**config.mk**
```make
export PLATFORM = sky130hd
export DESIGN_NAME = gpu_cmd_master
export DESIGN_NICKNAME = d
export VERILOG_FILES = /design/src/rtl/gpu_cmd_master.sv
export SDC_FILE = /design/constraint.sdc
export NUM_CORES = 1
export LEC_CHECK = 0
export BUFFER_PORTS_ARGS = -buffer_cell sky130_fd_sc_hd__buf_2
export CORE_MARGIN = 5
export CORE_UTILIZATION = 40
export CTS_CLUSTER_DIAMETER = 60
export CTS_CLUSTER_SIZE = 40
export DETAILED_ROUTE_END_ITERATION = 16
export MAX_ROUTING_LAYER = met4
export PLACE_DENSITY_LB_ADDON = 0.2
export SLEW_MARGIN = 30
export SYNTH_ARGS = -nofsm -noshare
export SYNTH_HDL_FRONTEND = slang
export SYNTH_SLANG_ARGS = --single-unit
```
**constraint.sdc**
```tcl
create_clock -name clk -period 6.3 [get_ports clk]
set_input_delay 0.945 -clock clk [delete_from_list [all_inputs] [get_ports clk]]
set_output_delay 0.945 -clock clk [all_outputs]
set_load 0.005 [all_outputs]
```
**src/rtl/gpu_cmd_master.sv**
```systemverilog
// gpu_cmd_master: queues host command/data pairs and issues them to gpu_core over stb/ack,
// collecting read results in a response FIFO and aborting transactions that never ack.
module gpu_cmd_master #(
    parameter int REQ_DEPTH = 4,
    parameter int RSP_DEPTH = 2,
    parameter int TIMEOUT   = 64
) (
    input  logic        clk,
    input  logic        rst_n,
    input  logic        req_valid,
    output logic        req_ready,
    input  logic [31:0] req_command,
    input  logic [63:0] req_data,
    output logic        rsp_valid,
    input  logic        rsp_ready,
    output logic [63:0] rsp_data,
    output logic [31:0] gpu_command,
    output logic [63:0] gpu_data_in,
    input  logic [63:0] gpu_data_out,
    output logic        gpu_stb,
    input  logic        gpu_ack,
    output logic        busy,
    output logic        timeout_err,
    input  logic        clr_err
);
    localparam int RW = $clog2(REQ_DEPTH);
    localparam int SW = $clog2(RSP_DEPTH);
    localparam int CW = $clog2(TIMEOUT);

    typedef enum logic [1:0] {IDLE, ISSUE, GAP} state_t;
    state_t state, state_n;

    logic [31:0]   req_cmd_mem [REQ_DEPTH];
    logic [63:0]   req_dat_mem [REQ_DEPTH];
    logic [RW-1:0] req_wr, req_rd;
    logic [RW:0]   req_cnt;
    logic [63:0]   rsp_mem [RSP_DEPTH];
    logic [SW-1:0] rsp_wr, rsp_rd;
    logic [SW:0]   rsp_cnt;
    logic [CW-1:0] tmo_cnt;
    logic          req_push, req_pop, rsp_push, rsp_pop;
    logic          head_read, rsp_blocked, acked, expired;

    assign req_ready   = req_cnt != (RW+1)'(REQ_DEPTH);
    assign req_push    = req_valid && req_ready;
    assign rsp_valid   = rsp_cnt != '0;
    assign rsp_pop     = rsp_valid && rsp_ready;
    assign rsp_data    = rsp_mem[rsp_rd];
    assign head_read   = req_cmd_mem[req_rd][15:12] == 4'b0000;
    // A read may only start once its result is guaranteed a slot; a same-cycle pop frees one.
    assign rsp_blocked = head_read && rsp_cnt == (SW+1)'(RSP_DEPTH) && !rsp_pop;
    assign acked       = state == ISSUE && gpu_ack;
    assign expired     = state == ISSUE && !gpu_ack && tmo_cnt == CW'(TIMEOUT - 1);
    assign rsp_push    = acked && gpu_command[15:12] == 4'b0000;
    assign busy        = req_cnt != '0 || state != IDLE;

    // GAP can issue directly so back-to-back commands see a single stb-low cycle.
    always_comb begin
        req_pop = state != ISSUE && req_cnt != '0 && !rsp_blocked;
        state_n = req_pop ? ISSUE :
                  state == ISSUE ? ((acked || expired) ? GAP : ISSUE) : IDLE;
    end

    always_ff @(posedge clk) begin
        if (!rst_n) state <= IDLE;
        else        state <= state_n;
    end

    always_ff @(posedge clk) begin
        if (!rst_n) begin
            req_wr      <= '0;
            req_rd      <= '0;
            req_cnt     <= '0;
            rsp_wr      <= '0;
            rsp_rd      <= '0;
            rsp_cnt     <= '0;
            tmo_cnt     <= '0;
            gpu_stb     <= 1'b0;
            gpu_command <= '0;
            gpu_data_in <= '0;
            timeout_err <= 1'b0;
        end else begin
            if (req_push) begin
                req_cmd_mem[req_wr] <= req_command;
                req_dat_mem[req_wr] <= req_data;
                req_wr              <= req_wr + 1'b1;
            end
            if (req_pop) begin
                gpu_command <= req_cmd_mem[req_rd];
                gpu_data_in <= req_dat_mem[req_rd];
                req_rd      <= req_rd + 1'b1;
            end
            req_cnt <= req_cnt + (RW+1)'(req_push) - (RW+1)'(req_pop);
            if (rsp_push) begin
                rsp_mem[rsp_wr] <= gpu_data_out;
                rsp_wr          <= rsp_wr + 1'b1;
            end
            if (rsp_pop) rsp_rd <= rsp_rd + 1'b1;
            rsp_cnt     <= rsp_cnt + (SW+1)'(rsp_push) - (SW+1)'(rsp_pop);
            tmo_cnt     <= state == ISSUE ? tmo_cnt + 1'b1 : '0;
            gpu_stb     <= state_n == ISSUE;
            timeout_err <= expired || (timeout_err && !clr_err);
        end
    end
endmodule
```
==> metrics <==
final setup skew=0.02233 ns; Syn. warnings=0; IO buf count=330; fmax=0.2715 GHz; final-layout fill cell count=5003; TritonCTS clock tree=yes; nets=1751; post-DP HPWL=30.12 mm; commonest cells after routing, fill and taps aside=edfxtp_1, buf_2, dfxtp_1; row cnt=88; Final Max Slew Viols=0; clk_lat worst skew=0.59 ns; leakage power=9.315 nW; largest net degree at the start of global routing=96; Critical Path Fanout Max=39; top-area cell type share of the netlist area=0.6646; Mapped Cells=1267; peak supply drop=0.0002425 V; status=finished clean; Die Y=250.5 microns; io pins=331; Post-Route WL=51.89 mm; Max Buffers Root-to-Sink=3; R2R Path End=req_cnt[2]; Seq/Total Area, Yosys=0.7684; max-cap violations=0; die width=250.5 microns; Critical Path AT=4.13 ns; pwr dens=403.0 nW/um^2; Seq. cell area=17790 sq um; Yosys top cell by area=edfxtp_1; cts bufs inserted=44; multi-input logic area=5010 sq um; Residual DRC=0; Final setup viols=0; startpoint types=flop; period utilisation layout=0.5846; Initial Util=0.4025; Die ar.=62750 sq um; Overall Power=0.01099 W; clock root buffer=clkbuf_16; total grt overflow=0; H-Tree Level Count=2; WHS Endpoint=gpu_data_in[54]; total track usage=0.1665; Hold Fails Final Rpt=0; commonest non-fill, non-tap cell in the layout=edfxtp_1; cts hold-fix bufs=0; DRT Pass-1 Iters=4; first-pass GRT wire length=79.13 mm; area grow syn2layout=17.88%; Synth cell types=35; post-route design area=27270 sq um; WP data required=6.75 ns; share of layout cells above drive strength 1=0.3774; Hold Path Depth=2; ys async rst share=0; fin crit period=3.683 ns; Setup Fix Bufs, Post-CTS=0; synth top area cells=edfxtp_1, dfxtp_1, mux4_2; Core Region=57480 sq um; wire length per cell=21.70 microns; Setup TNS=0 ns; RSZ-0062 raised after global routing=false; Synth Flop Type=edfxtp_1; RePlAce Congestion=0.7708; Rel. slew slack=0.3957; Synth Cell Area=23130 sq um; HP Start=gpu_data_in[54]; Seq cells post-synth=632; clk slew on worst S/H paths=0.08 ns; 1st-iter DRT viols=786; via count=12310; R2R setup slack=2.62 ns; vias in the first global route=12760; syn avg cell area=18.26 sq um; Resized Gates After CTS=0; Vias/cell=5.150; antenna-violating nets left=0; placed cell area=25640 sq um; Post-synth EDFFs=512; Setup CP Type=reg -> reg; Reg2Reg Depth=12; worst-margin pin slew=0.9065 ns; Worst setup EP type=flop; clock sinks=632; Hold Crit Class=reg -> reg; syn_nets=1443; initial antenna violation count=15
==> registers in the layout, summed over array words and instances, names as in the netlist, 3 cells and up, named ones only <==
register and flops:
req_dat_mem 256, req_cmd_mem 128, rsp_mem 128, gpu_data_in 64, gpu_command 32, tmo_cnt 6
req_cnt 3
==> layout make-up <==
class / instances / share of cell area
antenna: 15 / 0.001376
clock buffer: 50 / 0.04313
clock inverter: 32 / 0.01450
inverter: 12 / 0.001652
multi-input combinational: 537 / 0.1837
sequential: 632 / 0.6522
tap: 765 / 0.03510
timing repair buffer: 348 / 0.06832
==> cells by family (layout without fill, tap and decap cells) <==
logic type | count (synthesis) | count (layout) | share of synthesized area
AND/OR/NAND/NOR | 246 | 246 | 0.05338
XOR/XNOR | 11 | 11 | 0.004164
other | 0 | 15 | 0
adder cells (fa/ha/maj) | 10 | 10 | 0.005733
AO/OA/AOI/OAI | 104 | 104 | 0.02472
flip-flops | 632 | 632 | 0.7684
buffers and inverters | 98 | 442 | 0.01741
multiplexers | 166 | 166 | 0.1262
==> power by group <==
group          leakage [nW]  switching, W  internal, W
Clock                 0.761       0.00156      0.00153
Sequential             5.62      0.000319      0.00502
Combinational          2.93       0.00139      0.00117
Total                  9.32       0.00327      0.00772
==> worst max-delay path by stage <==
| stage | start | end | slack (ns) | depth (start not counted) |
|---|---|---|---|---|
| final | flop | req_cnt[2] | 2.62 | 12 |
| after floorplan | rst_n | rsp_mem[1][0] | 0.17 | 3 |
| after CTS | flop | req_cnt[2] | 2.56 | 12 |
| after detailed placement | rsp_ready | req_cnt[2] | 2.20 | 12 |
| after global placement | rsp_ready | req_cnt[2] | 2.21 | 12 |
| after global routing | flop | req_cnt[2] | 2.40 | 12 |
==> synthesized netlist by cell type (all sizes together), types with 9 or more instances <==
cell type    n
nor2        16
clkbuf      69
nand4       94
mux2        65
mux4        94
buf         17
o21ai       92
edfxtp     512
ha           9
nand2      105
dfxtp      120
inv         12
==> through the flow <==
stage / util / instances / setup WS (ns) / hold slack [ns]
after CTS: 0.4734 / 2375 / 2.564 / 0.4613
after global placement: 0.4460 / 2293 / 2.208 / 0.4420
after detailed placement: 0.4461 / 2293 / 2.203 / 0.4481
final: 0.4745 / 2391 / 2.617 / 0.4560
after global routing: 0.4745 / 2391 / 2.399 / 0.4831
after floorplan: - / 1267 / 0.1661 / 0.4302
==> layer usage <==
metal	track usage	vias to the layer above	routed length (microns)
met5	-	-	0
met4	0.04226	0	1248
met3	0.04070	73	2993
met2	0.2658	325	24930
met1	0.2172	6276	22720
li1	-	5639	-
==> critical path, cell delays in order (launching register included) <==
cell and delay [ns]:
dfxtp_1 0.31, buf_4 0.45, mux2i_1 0.29, nand4_1 0.17, a211o_4 0.56, and2_4 0.39
ha_1 0.33, inv_1 0.04, ha_1 0.18, fa_1 0.41, xnor2_1 0.17, xnor2_1 0.14
nor2_1 0.06
Power figures use the tool's default switching activity.
